==> config.mk <==
export PLATFORM = sky130hd
export DESIGN_NAME = alu_seq_flat
export DESIGN_NICKNAME = d
export VERILOG_FILES = /design/src/rtl/alu_pkg.sv /design/src/rtl/alu_seq_if.sv /design/src/rtl/alu_seq.sv /design/src/flat_wrapper.sv
export SDC_FILE = /design/constraint.sdc
export NUM_CORES = 1
export LEC_CHECK = 0
export CAP_MARGIN = 20
export CORE_ASPECT_RATIO = 0.75
export CORE_MARGIN = 4
export CORE_UTILIZATION = 29
export DETAILED_ROUTE_END_ITERATION = 8
export MAX_ROUTING_LAYER = met4
export SETUP_SLACK_MARGIN = 0.02
export SYNTH_ARGS = -nofsm -noshare
export SYNTH_HDL_FRONTEND = slang
export SYNTH_SLANG_ARGS = --single-unit
export TNS_END_PERCENT = 10
==> constraint.sdc <==
create_clock -name clk -period 5 [get_ports clk]
set_clock_uncertainty 0.15 [all_clocks]
set_input_delay 0.75 -clock clk [delete_from_list [all_inputs] [get_ports clk]]
set_output_delay 0.75 -clock clk [all_outputs]
set_load 0.02 [all_outputs]
==> src/rtl/alu_pkg.sv <==
// ---------------------------------------------------------------------------
// alu_pkg
// Shared definitions for the ALU command sequencer and anything that talks
// to the registered ALU: datapath/opcode widths, the sequencer state
// encoding, and opcode constants used by benches and the control unit.
// No ports (package).
// ---------------------------------------------------------------------------
package alu_pkg;

   localparam int ALU_W = 32;
   localparam int OP_W  = 4;

   // Sequencer states: waiting for a command, waiting out the ALU latency,
   // and presenting a captured result until the consumer takes it.
   typedef enum logic [1:0] {
      IDLE = 2'd0,
      WAIT = 2'd1,
      RESP = 2'd2
   } state_t;

   // Opcode constants. The sequencer never decodes these; they exist so
   // benches and the control unit agree on the ALU's encoding.
   localparam logic [OP_W-1:0] OP_ADD  = 4'b0000;
   localparam logic [OP_W-1:0] OP_SUB  = 4'b0001;
   localparam logic [OP_W-1:0] OP_AND  = 4'b0010;
   localparam logic [OP_W-1:0] OP_OR   = 4'b0011;
   localparam logic [OP_W-1:0] OP_XOR  = 4'b0100;
   localparam logic [OP_W-1:0] OP_NOT  = 4'b0101;
   localparam logic [OP_W-1:0] OP_SHL  = 4'b0110;
   localparam logic [OP_W-1:0] OP_SHR  = 4'b0111;
   localparam logic [OP_W-1:0] OP_SAR  = 4'b1000;
   localparam logic [OP_W-1:0] OP_ROL  = 4'b1001;
   localparam logic [OP_W-1:0] OP_ROR  = 4'b1010;
   localparam logic [OP_W-1:0] OP_1011 = 4'b1011;

endpackage

==> src/rtl/alu_seq_if.sv <==
// ---------------------------------------------------------------------------
// alu_seq_if
// Command and response channels of the ALU sequencer, both valid/ready.
//   cmd_valid/cmd_ready : command handshake
//   cmd_op/tr/sr/chain  : opcode, operands, "reuse last result as tr"
//   rsp_valid/rsp_ready : response handshake
//   rsp_dr/cf/of        : captured ALU result and flags
// Modports:
//   master : the command issuer / result consumer (control unit, bench)
//   slave  : the sequencer
// ---------------------------------------------------------------------------
interface alu_seq_if
   import alu_pkg::*;
#(
   parameter int W = ALU_W
) ();

   logic            cmd_valid;
   logic            cmd_ready;
   logic [OP_W-1:0] cmd_op;
   logic [W-1:0]    cmd_tr;
   logic [W-1:0]    cmd_sr;
   logic            cmd_chain;

   logic            rsp_valid;
   logic            rsp_ready;
   logic [W-1:0]    rsp_dr;
   logic            rsp_cf;
   logic            rsp_of;

   modport master (
      output cmd_valid, cmd_op, cmd_tr, cmd_sr, cmd_chain, rsp_ready,
      input  cmd_ready, rsp_valid, rsp_dr, rsp_cf, rsp_of
   );

   modport slave (
      input  cmd_valid, cmd_op, cmd_tr, cmd_sr, cmd_chain, rsp_ready,
      output cmd_ready, rsp_valid, rsp_dr, rsp_cf, rsp_of
   );

endinterface

==> src/rtl/alu_seq.sv <==
// ---------------------------------------------------------------------------
// alu_seq
// Command-side driver for the registered ALU. Takes one command at a time,
// drives the ALU operand ports and holds them, waits ALU_LAT edges, then
// captures dr/cf/of and offers them on the response channel. Supports
// chaining (last captured dr reused as tr) and a sticky overflow flag.
//
// Ports:
//   clk, rst_n      : clock (rising edge), async active-low reset
//   bus (slave)     : cmd_* / rsp_* valid/ready channels
//   alu_op/tr/sr    : operands to the ALU, change only on command accept
//   alu_dr/cf/of    : results from the ALU
//   sticky_of       : OR of all captured overflow flags since last clear
//   clr_sticky      : synchronous clear of sticky_of (a capture with of=1
//                     on the same edge wins)
//   busy            : high in any state other than IDLE
// ---------------------------------------------------------------------------
module alu_seq
   import alu_pkg::*;
#(
   parameter int W       = ALU_W,
   parameter int ALU_LAT = 1
) (
   input  logic            clk,
   input  logic            rst_n,
   alu_seq_if.slave        bus,
   output logic [OP_W-1:0] alu_op,
   output logic [W-1:0]    alu_tr,
   output logic [W-1:0]    alu_sr,
   input  logic [W-1:0]    alu_dr,
   input  logic            alu_cf,
   input  logic            alu_of,
   output logic            sticky_of,
   input  logic            clr_sticky,
   output logic            busy
);

   localparam int CW = $clog2(ALU_LAT + 1);

   state_t        state;
   state_t        next_state;
   logic          accept;
   logic          capture;
   logic [CW-1:0] cnt;
   logic [W-1:0]  prev_dr;
   logic [W-1:0]  rsp_dr_q;
   logic          rsp_cf_q;
   logic          rsp_of_q;

   // cmd_ready is qualified with rst_n so every output reads 0 while reset
   // is held, yet the block is ready as soon as reset is released.
   assign bus.cmd_ready = rst_n && (state == IDLE);
   assign bus.rsp_valid = (state == RESP);
   assign bus.rsp_dr    = rsp_dr_q;
   assign bus.rsp_cf    = rsp_cf_q;
   assign bus.rsp_of    = rsp_of_q;
   assign busy          = (state != IDLE);

   // State register. Reset drops straight back to IDLE from anywhere, which
   // throws away whatever the ALU was computing for the in-flight command.
   always_ff @(posedge clk or negedge rst_n) begin
      if (!rst_n) begin
         state <= IDLE;
      end else begin
         state <= next_state;
      end
   end

   // Next-state logic plus two strobes for the datapath: accept marks the
   // edge a command is taken, capture marks the edge the ALU outputs are
   // valid. Commands seen outside IDLE and rsp_ready outside RESP are simply
   // not looked at.
   always_comb begin
      next_state = state;
      accept     = 1'b0;
      capture    = 1'b0;
      unique case (state)
         IDLE: begin
            if (bus.cmd_valid) begin
               accept     = 1'b1;
               next_state = WAIT;
            end
         end
         WAIT: begin
            if (cnt == '0) begin
               capture    = 1'b1;
               next_state = RESP;
            end
         end
         RESP: begin
            if (bus.rsp_ready) begin
               next_state = IDLE;
            end
         end
         default: next_state = IDLE;
      endcase
   end

   // Operand registers and latency counter. The ALU inputs are written only
   // on the accept edge so the ALU sees perfectly stable operands for the
   // whole WAIT period and beyond. The counter is loaded with ALU_LAT and
   // capture happens on the edge it is already zero, i.e. ALU_LAT+1 edges
   // after accept: ALU_LAT edges for the ALU itself plus one to sample it.
   always_ff @(posedge clk or negedge rst_n) begin
      if (!rst_n) begin
         alu_op <= '0;
         alu_tr <= '0;
         alu_sr <= '0;
         cnt    <= '0;
      end else if (accept) begin
         alu_op <= bus.cmd_op;
         alu_sr <= bus.cmd_sr;
         alu_tr <= bus.cmd_chain ? prev_dr : bus.cmd_tr;
         cnt    <= CW'(ALU_LAT);
      end else if (state == WAIT && cnt != '0) begin
         cnt <= cnt - CW'(1);
      end
   end

   // Result capture. prev_dr follows the captured dr only, so a chained
   // command always uses the last result actually returned (0 after reset).
   always_ff @(posedge clk or negedge rst_n) begin
      if (!rst_n) begin
         rsp_dr_q <= '0;
         rsp_cf_q <= 1'b0;
         rsp_of_q <= 1'b0;
         prev_dr  <= '0;
      end else if (capture) begin
         rsp_dr_q <= alu_dr;
         rsp_cf_q <= alu_cf;
         rsp_of_q <= alu_of;
         prev_dr  <= alu_dr;
      end
   end

   // Sticky overflow for the control unit. Setting takes priority over the
   // clear so an overflow arriving on the clear edge is never lost.
   always_ff @(posedge clk or negedge rst_n) begin
      if (!rst_n) begin
         sticky_of <= 1'b0;
      end else if (capture && alu_of) begin
         sticky_of <= 1'b1;
      end else if (clr_sticky) begin
         sticky_of <= 1'b0;
      end
   end

endmodule

==> src/flat_wrapper.sv <==
// flat-port wrapper written by rule: the top's interface ports become plain ports
module alu_seq_flat import alu_pkg::*;
#(
   parameter int W       = ALU_W,
   parameter int ALU_LAT = 1
)
  (clk, rst_n, alu_op, alu_tr, alu_sr, alu_dr, alu_cf, alu_of, sticky_of, clr_sticky, busy, bus_cmd_valid, bus_cmd_op, bus_cmd_tr, bus_cmd_sr, bus_cmd_chain, bus_rsp_ready, bus_cmd_ready, bus_rsp_valid, bus_rsp_dr, bus_rsp_cf, bus_rsp_of);
  alu_seq_if #(.W(W)) bus_i ();
  input  logic clk;
  input  logic rst_n;
  output logic [OP_W-1:0] alu_op;
  output logic [W-1:0] alu_tr;
  output logic [W-1:0] alu_sr;
  input  logic [W-1:0] alu_dr;
  input  logic alu_cf;
  input  logic alu_of;
  output logic sticky_of;
  input  logic clr_sticky;
  output logic busy;
  input wire logic [$bits(bus_i.cmd_valid)-1:0] bus_cmd_valid;
  input wire logic [$bits(bus_i.cmd_op)-1:0] bus_cmd_op;
  input wire logic [$bits(bus_i.cmd_tr)-1:0] bus_cmd_tr;
  input wire logic [$bits(bus_i.cmd_sr)-1:0] bus_cmd_sr;
  input wire logic [$bits(bus_i.cmd_chain)-1:0] bus_cmd_chain;
  input wire logic [$bits(bus_i.rsp_ready)-1:0] bus_rsp_ready;
  output wire logic [$bits(bus_i.cmd_ready)-1:0] bus_cmd_ready;
  output wire logic [$bits(bus_i.rsp_valid)-1:0] bus_rsp_valid;
  output wire logic [$bits(bus_i.rsp_dr)-1:0] bus_rsp_dr;
  output wire logic [$bits(bus_i.rsp_cf)-1:0] bus_rsp_cf;
  output wire logic [$bits(bus_i.rsp_of)-1:0] bus_rsp_of;
  assign bus_i.cmd_valid = bus_cmd_valid;
  assign bus_i.cmd_op = bus_cmd_op;
  assign bus_i.cmd_tr = bus_cmd_tr;
  assign bus_i.cmd_sr = bus_cmd_sr;
  assign bus_i.cmd_chain = bus_cmd_chain;
  assign bus_i.rsp_ready = bus_rsp_ready;
  assign bus_cmd_ready = bus_i.cmd_ready;
  assign bus_rsp_valid = bus_i.rsp_valid;
  assign bus_rsp_dr = bus_i.rsp_dr;
  assign bus_rsp_cf = bus_i.rsp_cf;
  assign bus_rsp_of = bus_i.rsp_of;
  alu_seq #(.W(W), .ALU_LAT(ALU_LAT)) u_core (.clk(clk), .rst_n(rst_n), .bus(bus_i), .alu_op(alu_op), .alu_tr(alu_tr), .alu_sr(alu_sr), .alu_dr(alu_dr), .alu_cf(alu_cf), .alu_of(alu_of), .sticky_of(sticky_of), .clr_sticky(clr_sticky), .busy(busy));
endmodule
==> results.cfg <==
[synth]
ys_seq_area_share_pct = 60.73
syn-instance-count = 270
synth_area_per_cell_sq_um = 16.18
syn_nets = 378
syn_area_sq_mm = 0.004368
ys_types = 17
synthTopCellsByArea = dfrtp_1 (61%), mux2_2 (28%), mux2_1 (6.4%)
yosysWarnings = 0
synth_top_area_cell = dfrtp_1
synth-seq-cells = 106
synth_top_area_share_pct = 60.73

[placed_design]
routabilityCongestion = 0.7367
portBuffers = 213
dp.cells = 673
dp_hpwl_um = 8805

[floorplan]
num_rows = 38
coreArea_sq_mm = 0.01460
dieHeight_um = 114.3
fp.dieArea_sq_mm = 0.01711
start_util_pct = 29.92
dieWidth_um = 149.7
boundaryPins = 214

[clock_tree]
cts_tree = done
clockBufferDepth = 2
clkLatencyLatePin_ns = 0.34
clk_pin_slew_worst_paths_ns = 0.07
postCtsHoldBufs = 0
cts-htree-levels = 3
cts_buffers = 9
clock-root-buffer = clkbuf_16
cts_setup_buffers = 0
cts.sinks = 106
ctsResizeCount = 0

[drt]
routedWlPerCell_um = 17.04
drt.antenna.violating_nets = 0
drt_iter0_markers = 34
dr_total_vias = 2990
drcViolationCount = 0
drt-pass1-iter-count = 2
routed_wl_um = 11740
drt-vias-per-instance = 4.340

[sta]
setup_viol = 0
maxSlewHeadroom_pct = 43.80
max_freq_mhz = 334.9
period_minus_slack_ns = 2.986
finalMaxSlewViolations = 0
post-route-period-util_pct = 59.72
worst_slew_pin_slew_ns = 0.8429
rsz0062_at_grt = false
hold_viol = 0
fin_tns_setup_ns = 0

[cells_and_area]
multi_input_area_sq_mm = 0.001602
fillers = 1284
drive_gt1_share_pct = 27.20
syn2layout_area_growth_pct = 59.78
final_cells = 689
nets = 592
diodes = 0
regArea_sq_mm = 0.002653

[pwr]
seq_power_share_pct = 33.5
p_comb_share_pct = 51.3
total_power_mw = 4.644
powerDensity_mw_per_mm2 = 665.3
peakVddDrop_uv = 288.2
leakage_nw = 2.834
power.switching_mw = 1.639
p_sw_share_pct = 35.30
p_int_mw = 3.005
clkPwrFrac_pct = 15.2

[grt]
grt_pass1_vias = 3443
overflow = 0
grt_first_pass_wirelength_um = 18440
track_usage_pct = 14.26
grt_max_degree = 62
antenna_found_initial = 0

[critical_path]
critPathLaunchType = input pin
crit_required_ns = 4.10
cp_data_arrival_time_ns = 2.09
crit_path_end_kind = output pin
critical_path_class = input pin to output pin
crit_fanout = 47

[flow_run]
cap_violations = 0

[status]
status = finished, final reports clean

[min_path]
hold_path.class = input pin to asynchronous set/reset pin
-- per-layer routing --
metal / share of wire [%] / track usage, % / up-vias
met2: 43 / 21.11 / 149
li1: - / - / 1385
met1: 45 / 17.93 / 1443
met5: 0 / - / -
met3: 11 / 6.292 / 13
met4: 1.3 / 3.778 / 0
-- worst max-delay path: stages --
cell	delay [ns]
buf_4	0.47
inv_1	0.09
nor2_1	0.13
clkdlybuf4s50_1	0.62
-- registers in the layout (all words and copies together) (netlist names) --
| name | flops |
|---|---|
| u_core.bus.rsp_cf | 1 |
| u_core.state | 2 |
| u_core.cnt | 1 |
| u_core.alu_op | 4 |
| u_core.sticky_of | 1 |
| u_core.alu_tr | 32 |
| u_core.prev_dr | 32 |
| u_core.alu_sr | 32 |
| u_core.bus.rsp_of | 1 |
-- synth_stat cells --
cell / number
or2_2: 1
a21o_1: 1
buf_6: 5
mux2_2: 109
a2bb2oi_1: 1
buf_2: 7
inv_1: 4
nor3b_2: 1
nor3b_1: 1
buf_4: 2
mux2_1: 25
mux2i_1: 1
nor2b_1: 2
dfrtp_1: 106
clkbuf_1: 1
nor2_1: 2
a22o_1: 1
-- power by group through the flow --
stage / registers [mW] / clock network (mW) / logic (mW)
after floorplan: 2.08 / 0 / 0.736
after global placement: 1.56 / 0 / 2.40
final: 1.56 / 0.704 / 2.38
after detailed placement: 1.57 / 0 / 2.42
after CTS: 1.56 / 0.735 / 2.43
after global routing: 1.62 / 0.763 / 2.54
-- cell families after synthesis --
group / count (synthesis) / share of synthesized area [%]
compound gates: 3 / 0.5730
flops: 106 / 60.73
simple gates: 7 / 1.060
buf+inv: 19 / 2.864
mux: 135 / 34.78
-- placed cells by master (no fill, tap or decap), types with 2 or more instances in the layout --
cell type        Yosys  final
dfrtp_1            106    106
nor2b_1              2      2
mux2_1              25     25
clkbuf_1             1      2
clkbuf_16            0      9
inv_1                4      4
buf_4                2      6
mux2_2             109    109
nor2_1               2      2
clkdlybuf4s50_1      0    211
-- final cells by class --
cell class	instances	area share, %
clock buffer	12	3.532
tap	200	3.586
multi-input combinational	145	22.95
inverter	4	0.2151
sequential	106	38.01
timing repair buffer	218	30.98
clock inverter	4	0.7350
-- worst paths after layout --
path	from	to	slack (ns)	cells past startpoint
worst max-delay path	rst_n	bus_cmd_ready	2.01	4
worst min-delay path	rst_n	u_core.bus.rsp_of	0.26	1
worst max register to register	u_core.state[1]	u_core.alu_tr[14]	3.06	3
worst min register to register	u_core.alu_tr[26]	u_core.alu_tr[26]	0.34	1
max in group asynchronous	rst_n	u_core.alu_tr[29]	3.21	2
min in group clk	u_core.alu_tr[26]	u_core.alu_tr[26]	0.34	1
-- per-stage QoR --
step / instance area, sq um / util (%) / hold WS [ns] / setup slack (ns)
global placement: 6681 / 45.77 / 0.3178 / 1.969
global route: 6979 / 47.81 / 0.3000 / 1.840
finish: 6979 / 47.81 / 0.2632 / 2.014
floorplan: 4368 / - / 0.3044 / 2.976
detailed placement: 6681 / 45.77 / 0.3240 / 1.960
CTS: 6979 / 47.81 / 0.2864 / 1.946
Power figures use the tool's default switching activity.
